## config.mk

```make
export PLATFORM = sky130hd
export DESIGN_NAME = ad1868_rx_framer
export DESIGN_NICKNAME = d
export VERILOG_FILES = /design/src/rtl/ad1868_pkg.sv /design/src/rtl/ad1868_pin_sync.sv /design/src/rtl/ad1868_rx_framer.sv
export SDC_FILE = /design/constraint.sdc
export NUM_CORES = 1
export LEC_CHECK = 0
export CORE_ASPECT_RATIO = 1.75
export CORE_MARGIN = 5
export CORE_UTILIZATION = 32
export DETAILED_ROUTE_END_ITERATION = 7
export PLACE_DENSITY_LB_ADDON = 0.2
export SLEW_MARGIN = 20
export SYNTH_ARGS = -nofsm -noshare
export SYNTH_HDL_FRONTEND = slang
export SYNTH_SLANG_ARGS = --single-unit
```

## constraint.sdc

```tcl
create_clock -name i_clk -period 1.87 [get_ports i_clk]
set_input_delay 0.374 -clock i_clk [delete_from_list [all_inputs] [get_ports i_clk]]
set_output_delay 0.374 -clock i_clk [all_outputs]
set_load 0.03 [all_outputs]
```

## src/rtl/ad1868_pkg.sv

```systemverilog
// Shared types for the AD1868 serial receiver.
// Sample width and framer FSM states.
package ad1868_pkg;

  localparam int AD1868_WIDTH = 18;

  typedef enum logic {
    SEEK,
    RUN
  } state_t;

  typedef logic [AD1868_WIDTH-1:0] sample_t;

endpackage

```

## src/rtl/ad1868_pin_sync.sv

```systemverilog
// Async pin synchroniser with a registered rising-edge pulse.
// Pulse appears SYNC_STAGES+1 cycles after the pin edge.
module ad1868_pin_sync #(
  parameter int SYNC_STAGES = 2
) (
  input  logic i_clk,
  input  logic i_rst,
  input  logic i_pin,
  output logic o_rise
);

  logic [SYNC_STAGES-1:0] sync_q, sync_d;
  logic                   hist_q, hist_d;
  logic                   rise_q, rise_d;

  always_comb begin
    sync_d = {sync_q[SYNC_STAGES-2:0], i_pin};
    hist_d = sync_q[SYNC_STAGES-1];
    rise_d = sync_q[SYNC_STAGES-1] & ~hist_q;
  end

  always_ff @(posedge i_clk) begin
    if (i_rst) begin
      sync_q <= '0;
      hist_q <= 1'b0;
      rise_q <= 1'b0;
    end else begin
      sync_q <= sync_d;
      hist_q <= hist_d;
      rise_q <= rise_d;
    end
  end

  assign o_rise = rise_q;

endmodule

```

## src/rtl/ad1868_rx_framer.sv

```systemverilog
// AD1868 serial bus deserialiser feeding the I2S encoder.
// Optional bit-count checking: define AD1868_RX_BITCOUNT_EN.
import ad1868_pkg::*;

module ad1868_rx_framer #(
  parameter int WIDTH       = AD1868_WIDTH,
  parameter int SYNC_STAGES = 2
) (
  input  logic             i_clk,
  input  logic             i_rst,
  input  logic             i_ad_bck,
  input  logic             i_ad_wdclk,
  input  logic             i_ad_data_l,
  input  logic             i_ad_data_r,
  input  logic             i_i2s_latch,
  output logic [WIDTH-1:0] o_data_l,
  output logic [WIDTH-1:0] o_data_r,
  output logic             o_pending,
  output logic             o_overrun,
  output logic             o_err
);

  logic rise_bck;
  logic rise_wd;

  ad1868_pin_sync #(.SYNC_STAGES(SYNC_STAGES)) u_bck (
    .i_clk  (i_clk),
    .i_rst  (i_rst),
    .i_pin  (i_ad_bck),
    .o_rise (rise_bck)
  );

  ad1868_pin_sync #(.SYNC_STAGES(SYNC_STAGES)) u_wd (
    .i_clk  (i_clk),
    .i_rst  (i_rst),
    .i_pin  (i_ad_wdclk),
    .o_rise (rise_wd)
  );

  logic [SYNC_STAGES-1:0] dl_sync_q, dl_sync_d;
  logic [SYNC_STAGES-1:0] dr_sync_q, dr_sync_d;
  state_t                 state_q, state_d;
  logic [WIDTH-1:0]       shift_l_q, shift_l_d;
  logic [WIDTH-1:0]       shift_r_q, shift_r_d;
  logic [WIDTH-1:0]       hold_l_q, hold_l_d;
  logic [WIDTH-1:0]       hold_r_q, hold_r_d;
  logic [WIDTH-1:0]       data_l_q, data_l_d;
  logic [WIDTH-1:0]       data_r_q, data_r_d;
  logic                   pending_q, pending_d;
  logic                   overrun_q, overrun_d;
  logic                   capture;
  logic                   take;

`ifdef AD1868_RX_BITCOUNT_EN
  logic [4:0] bit_cnt_q, bit_cnt_d;
  logic [4:0] bit_cnt_inc;
  logic       err_q, err_d;
`endif

  always_comb begin
    dl_sync_d = {dl_sync_q[SYNC_STAGES-2:0], i_ad_data_l};
    dr_sync_d = {dr_sync_q[SYNC_STAGES-2:0], i_ad_data_r};
    state_d   = state_q;
    shift_l_d = shift_l_q;
    shift_r_d = shift_r_q;
    hold_l_d  = hold_l_q;
    hold_r_d  = hold_r_q;
    data_l_d  = data_l_q;
    data_r_d  = data_r_q;
    pending_d = pending_q;
    overrun_d = overrun_q;
    capture   = rise_wd && (state_q == RUN);
    take      = i_i2s_latch && pending_q;

    if (rise_bck) begin
      shift_l_d = {shift_l_q[WIDTH-2:0], dl_sync_q[SYNC_STAGES-1]};
      shift_r_d = {shift_r_q[WIDTH-2:0], dr_sync_q[SYNC_STAGES-1]};
    end

    if (rise_wd) begin
      state_d = RUN;
    end

    // capture uses the post-shift value so a coincident BCK bit is kept
    if (capture) begin
      hold_l_d = shift_l_d;
      hold_r_d = shift_r_d;
    end

    if (take) begin
      data_l_d  = hold_l_q;
      data_r_d  = hold_r_q;
      pending_d = 1'b0;
    end

    if (capture) begin
      pending_d = 1'b1;
      if (pending_q && !take) begin
        overrun_d = 1'b1;
      end
    end
  end

`ifdef AD1868_RX_BITCOUNT_EN
  always_comb begin
    bit_cnt_inc = bit_cnt_q;
    if (rise_bck && bit_cnt_q != 5'd31) begin
      bit_cnt_inc = bit_cnt_q + 5'd1;
    end
    bit_cnt_d = rise_wd ? 5'd0 : bit_cnt_inc;
    err_d     = err_q;
    if (capture && bit_cnt_inc != 5'(WIDTH)) begin
      err_d = 1'b1;
    end
  end

  always_ff @(posedge i_clk) begin
    if (i_rst) begin
      bit_cnt_q <= '0;
      err_q     <= 1'b0;
    end else begin
      bit_cnt_q <= bit_cnt_d;
      err_q     <= err_d;
    end
  end

  assign o_err = err_q;
`else
  assign o_err = 1'b0;
`endif

  always_ff @(posedge i_clk) begin
    if (i_rst) begin
      dl_sync_q <= '0;
      dr_sync_q <= '0;
      state_q   <= SEEK;
      shift_l_q <= '0;
      shift_r_q <= '0;
      hold_l_q  <= '0;
      hold_r_q  <= '0;
      data_l_q  <= '0;
      data_r_q  <= '0;
      pending_q <= 1'b0;
      overrun_q <= 1'b0;
    end else begin
      dl_sync_q <= dl_sync_d;
      dr_sync_q <= dr_sync_d;
      state_q   <= state_d;
      shift_l_q <= shift_l_d;
      shift_r_q <= shift_r_d;
      hold_l_q  <= hold_l_d;
      hold_r_q  <= hold_r_d;
      data_l_q  <= data_l_d;
      data_r_q  <= data_r_d;
      pending_q <= pending_d;
      overrun_q <= overrun_d;
    end
  end

  assign o_data_l  = data_l_q;
  assign o_data_r  = data_r_q;
  assign o_pending = pending_q;
  assign o_overrun = overrun_q;

endmodule

```

# Yosys cells after proc, flatten, opt, wreduce, memory -nomap -nowiden
# Cells that the tools add are included.
# word_totals
in_bits,7
register_bits,123
output_inout_bits,39
# op_classes
mux,4
reduce_logical,6
bitwise_logic,4
# op_table
cell,count
18-bit 2-to-1 mux,2
1-bit logical AND,3
1-bit AND,2
1-bit 2-to-1 mux,2
1-bit NOT,2
2-bit AND reduction,1
2-bit nonzero test,1
1-bit logical NOT,1

# Longest topological paths before layout
# logic_depth
depth_word,4
ltp_mapped,4
mapped_depth_nobuf,2

# Cells and area by module
# From an unflattened synthesis, not the netlist that was laid out.
# unflattened
hier_cells,443
area_unflattened_um2,4742.0
# modules_own_cells
module,area_each_um2,n_inst,cells_each
ad1868_rx_framer,4519.3,1,427
ad1868_pin_sync,111.4,2,8

# Worst setup path after synthesis
# OpenSTA, ideal clock, no wires.
# synth_path
kind,register -> register
start,"register pending_q, in the netlist o_pending"
end,"register data_l_q[0], in the netlist o_data_l[0]"
t_required_ns,1.738
n_path_buf,2
slack_ns,0.644
setup_ns,0.132
synth_period_minus_slack_ns,1.226
stages_incl_launch_ff,5
t_arrival_ns,1.093
path_cell_list,dfxtp_1 buf_2 buf_2 a21bo_2 a21oi_1
# synth_via
elab_chain_cells,1
# synth_lines
element,line_no,source
start: declaration,ad1868_rx_framer.sv:49,"logic pending_q, pending_d;"
start signal: assignment,ad1868_rx_framer.sv:155,pending_q <= pending_d;
1-bit logical AND,ad1868_rx_framer.sv:73,take = i_i2s_latch && pending_q;
end signal: assignment,ad1868_rx_framer.sv:153,data_l_q <= data_l_d;
end: declaration,ad1868_rx_framer.sv:47,"logic [WIDTH-1:0] data_l_q, data_l_d;"
# No other way between the ends.
# A chain may end at the register's enable or synchronous reset.

# Final worst setup path
# layout_path
start,"register data_r_q[17], in the netlist o_data_r[17]"
end,output port o_data_r[17]
# layout_rtl
element,line_no,source
start: declaration,ad1868_rx_framer.sv:48,"logic [WIDTH-1:0] data_r_q, data_r_d;"
start signal: assignment,ad1868_rx_framer.sv:154,data_r_q <= data_r_d;
end: declaration,ad1868_rx_framer.sv:17,"output logic [WIDTH-1:0] o_data_r,"
# No word-level cell between the ends.

==> summary.txt <==
Run status
  • Status: complete, no violations

CTS
  • CTS root buf: clkbuf_16
  • TritonCTS clock tree: built
  • Clock-pin slew on the worst setup and hold paths: 0.06 ns
  • Setup Buffers After CTS: 0
  • Num CTS Buffers: 17
  • Clk sinks: 123
  • Clock Latency Late Sink: 0.41 ns
  • Hold buffers post-CTS: 0
  • Clock Path Buffers: 2
  • H-tree depth: 4

Finish
  • Layout cells sized above 1: 24.1%
  • Area growth, synth to finish: 24.1%
  • Number of diodes: 0
  • Fin nets: 483
  • Fin util: 40.4%

Detailed routing
  • Top Layer Used: met4
  • Initial DRT Pass Iterations: 4
  • Wire length on met3: 240 microns
  • Metal-1 WL: 4.13 mm
  • Post-route DRC: 0
  • Routed len/inst: 14.8 microns
  • Final wirelength: 9.89 mm
  • Vias: 3,275
  • DR WL met2: 5.30 mm
  • ANT nets after route: 0
  • Vias/cell: 4.90
  • Iteration-0 DRC Markers: 136

Min path
  • Hold path start: i_rst
  • WHS Path Cells: 2
  • Worst Hold Path EP: shift_l_q[11]
  • Hold Path Class: in -> reg

Setup path
  • Kind of critical path: reg -> out
  • Worst path cell trace: clkdlybuf4s50_1
  • Reg2reg path depth: 3
  • Crit end category: output pin
  • Critical path's top delay family: buffers and inverters
  • Worst setup SP type: register
  • Max FO, Critical Path: 2
  • Worst r2r src: u_wd.o_rise
  • Worst R2R End: hold_l_q[7]
  • Slowest stage cell, crit path: clkdlybuf4s50_1
  • CP Data Arrival Time: 1.45 ns
  • WP data required: 1.50 ns
  • Reg2reg setup slack: 0.61 ns
  • Crit path buf inv count: 1
  • Max stage delay on crit path: 0.69 ns

Synthesis
  • #FFs+latches synth: 123
  • Cell taking the most area after synthesis: dfxtp_1
  • Ys Warns: 0
  • Synth Instances: 443
  • Top cells by area, synth: dfxtp_1, a211oi_2, a21oi_1
  • Post-synth top area share: 52.4%
  • Post-Syn Area: 0.00470 sq mm
  • Syn nets: 450
  • Avg Inst Size Synth: 10.6 sq um
  • Distinct cells, synth: 21
  • Sequential fraction of the synthesis area: 52.4%

Timing
  • Endpoints failing setup: 0
  • Slew headroom: 66.6%
  • Post-route clock period utilization: 97.8%
  • Final Hold Vio Count: 0
  • Setup Skew: 0.00698 ns
  • Worst Tran Pin Value: 0.501 ns
  • Slew Viols, Final: 0
  • RSZ-0062 raised after global routing: false
  • Post-Route Setup TNS: 0 ns
  • Post-layout min period: 1.83 ns
  • Max Clk Rate: 547 MHz

GRT
  • Initial antenna violation count: 0
  • Largest net degree at the start of global routing: 42
  • GRT Util Overall: 12.5%
  • First-pass GRT wire length: 16.8 mm
  • Remaining Overflow, GRT: 0
  • Number of global-route vias before repair: 3,376

Die
  • Core area: 0.0144 sq mm
  • Initial Util: 32.6%
  • Die X: 102 microns
  • IO Count: 46
  • DIE AREA: 0.0173 sq mm
  • Rows: 58
  • Die Span Y: 170 microns

Pwr
  • Pwr/cell area: 1020 mW/mm^2
  • Leakage power: 0.00201 uW
  • Worst VDD drop: 0.645 mV

Place
  • Hpwl dp: 6.30 mm
  • PortBufs: 44
  • Placer Congestion: 0.724

Run
  • Total of max-cap violations: 0
-- state kept, by name, indices dropped and copies added (netlist names) --
signal and count:
u_bck.o_rise 1, u_bck.hist_q 1, dr_sync_q 2, hold_l_q 18, o_pending 1, u_wd.hist_q 1
o_data_l 18, o_data_r 18, state_q 1, o_overrun 1, dl_sync_q 2, hold_r_q 18
shift_l_q 18, shift_r_q 18, u_wd.sync_q 2, u_bck.sync_q 2, u_wd.o_rise 1
-- cell families (layout without fill, tap and decap cells) --
logic type             after synthesis  after routing  synth area share (%)
other                                1              1                0.0798
AND/OR/NAND/NOR                     90             90                  9.00
flip-flops                         123            123                  52.4
buffers and inverters               47             93                  6.39
multiplexers                        36             36                  7.67
AO/OA/AOI/OAI                      146            146                  24.5
-- per-layer routing --
layer / up-vias / global-route usage [%]
li1: 1635 / -
met1: 1587 / 13.4
met2: 37 / 22.1
met3: 16 / 3.65
met4: 0 / 5.90
met5: - / 0
-- synth_stat cells --
master,count
dfxtp_1,123
buf_6,6
buf_2,22
a211oi_2,30
buf_4,5
inv_1,1
nand2b_1,1
mux2i_1,36
clkbuf_1,10
and2_1,1
nor2b_1,12
buf_1,1
nand3_1,36
a21oi_1,74
nand4b_1,1
a21bo_2,36
buf_12,2
a211oi_1,6
nand2_1,1
nor2_1,38
conb_1,1
-- power by group --
part           switching, uW  internal, uW  total (uW)
logic                    113          53.3         167
clock network           1140          2020        3170
registers               5.28          2640        2640
-- how the worst max path moves through the flow --
stage | start | to | slack, ns | depth (start not counted)
2_1_floorplan | o_pending | o_data_l[0] | 0.64 | 4
3_3_place_gp | o_data_r[16] | o_data_r[16] | 0.43 | 1
3_5_place_dp | o_data_r[16] | o_data_r[16] | 0.44 | 1
4_1_cts | o_data_r[17] | o_data_r[17] | 0.005 | 1
5_1_grt | o_data_r[17] | o_data_r[17] | 0.007 | 1
6_report | o_data_r[17] | o_data_r[17] | 0.04 | 1
-- stage by stage --
step | total power (uW) | instances | worst slack, ns | hold WS (ns) | cell area [sq um]
final | 5970 | 669 | 0.0420 | 0.369 | 5830
after global routing | 6190 | 669 | 0.00691 | 0.377 | 5830
after CTS | 6060 | 669 | 0.00512 | 0.361 | 5830
after detailed placement | 2870 | 637 | 0.439 | 0.368 | 5250
after global placement | 2870 | 637 | 0.434 | 0.369 | 5250
after floorplan | 2820 | 443 | 0.644 | 0.367 | 4700
-- worst register-to-register path: stages (launching register included) --
cell and delay (ns):
dfxtp_1 0.32, and2_2 0.37, buf_4 0.34, a211oi_2 0.11
-- cell usage in the layout, fill, tap and decap left out, types with 2 or more instances in the layout --
master / instances
dfxtp_2: 2
buf_4: 13
clkbuf_1: 2
clkbuf_16: 17
a21bo_2: 36
dlymetal6s2s_1: 3
a211oi_2: 30
nor2b_1: 12
mux2i_1: 36
clkinv_4: 2
clkinvlp_4: 3
nor2_1: 38
clkinv_2: 4
nand3_1: 36
clkbuf_8: 2
buf_12: 5
a21oi_1: 74
bufinv_16: 2
a211oi_1: 6
dfxtp_1: 121
clkdlybuf4s50_1: 37
-- layout make-up --
type / instances / area (sq um)
Clock buffer: 21 / 460
Clock inverter: 11 / 120
Fill cell: 1425 / 8610
Inverter: 1 / 3.75
Multi-Input combinational cell: 273 / 1940
Sequential cell: 123 / 2460
Tap cell: 180 / 225
Timing Repair Buffer: 60 / 619
-- repair_timing --
item                                    CTS  global route
hold endpoints to repair                  0             0
pin swaps                                 0             0
resized for setup                         1             3
endpoints found under the setup margin    1             3
Note: power is estimated with default switching activity, not from simulation.
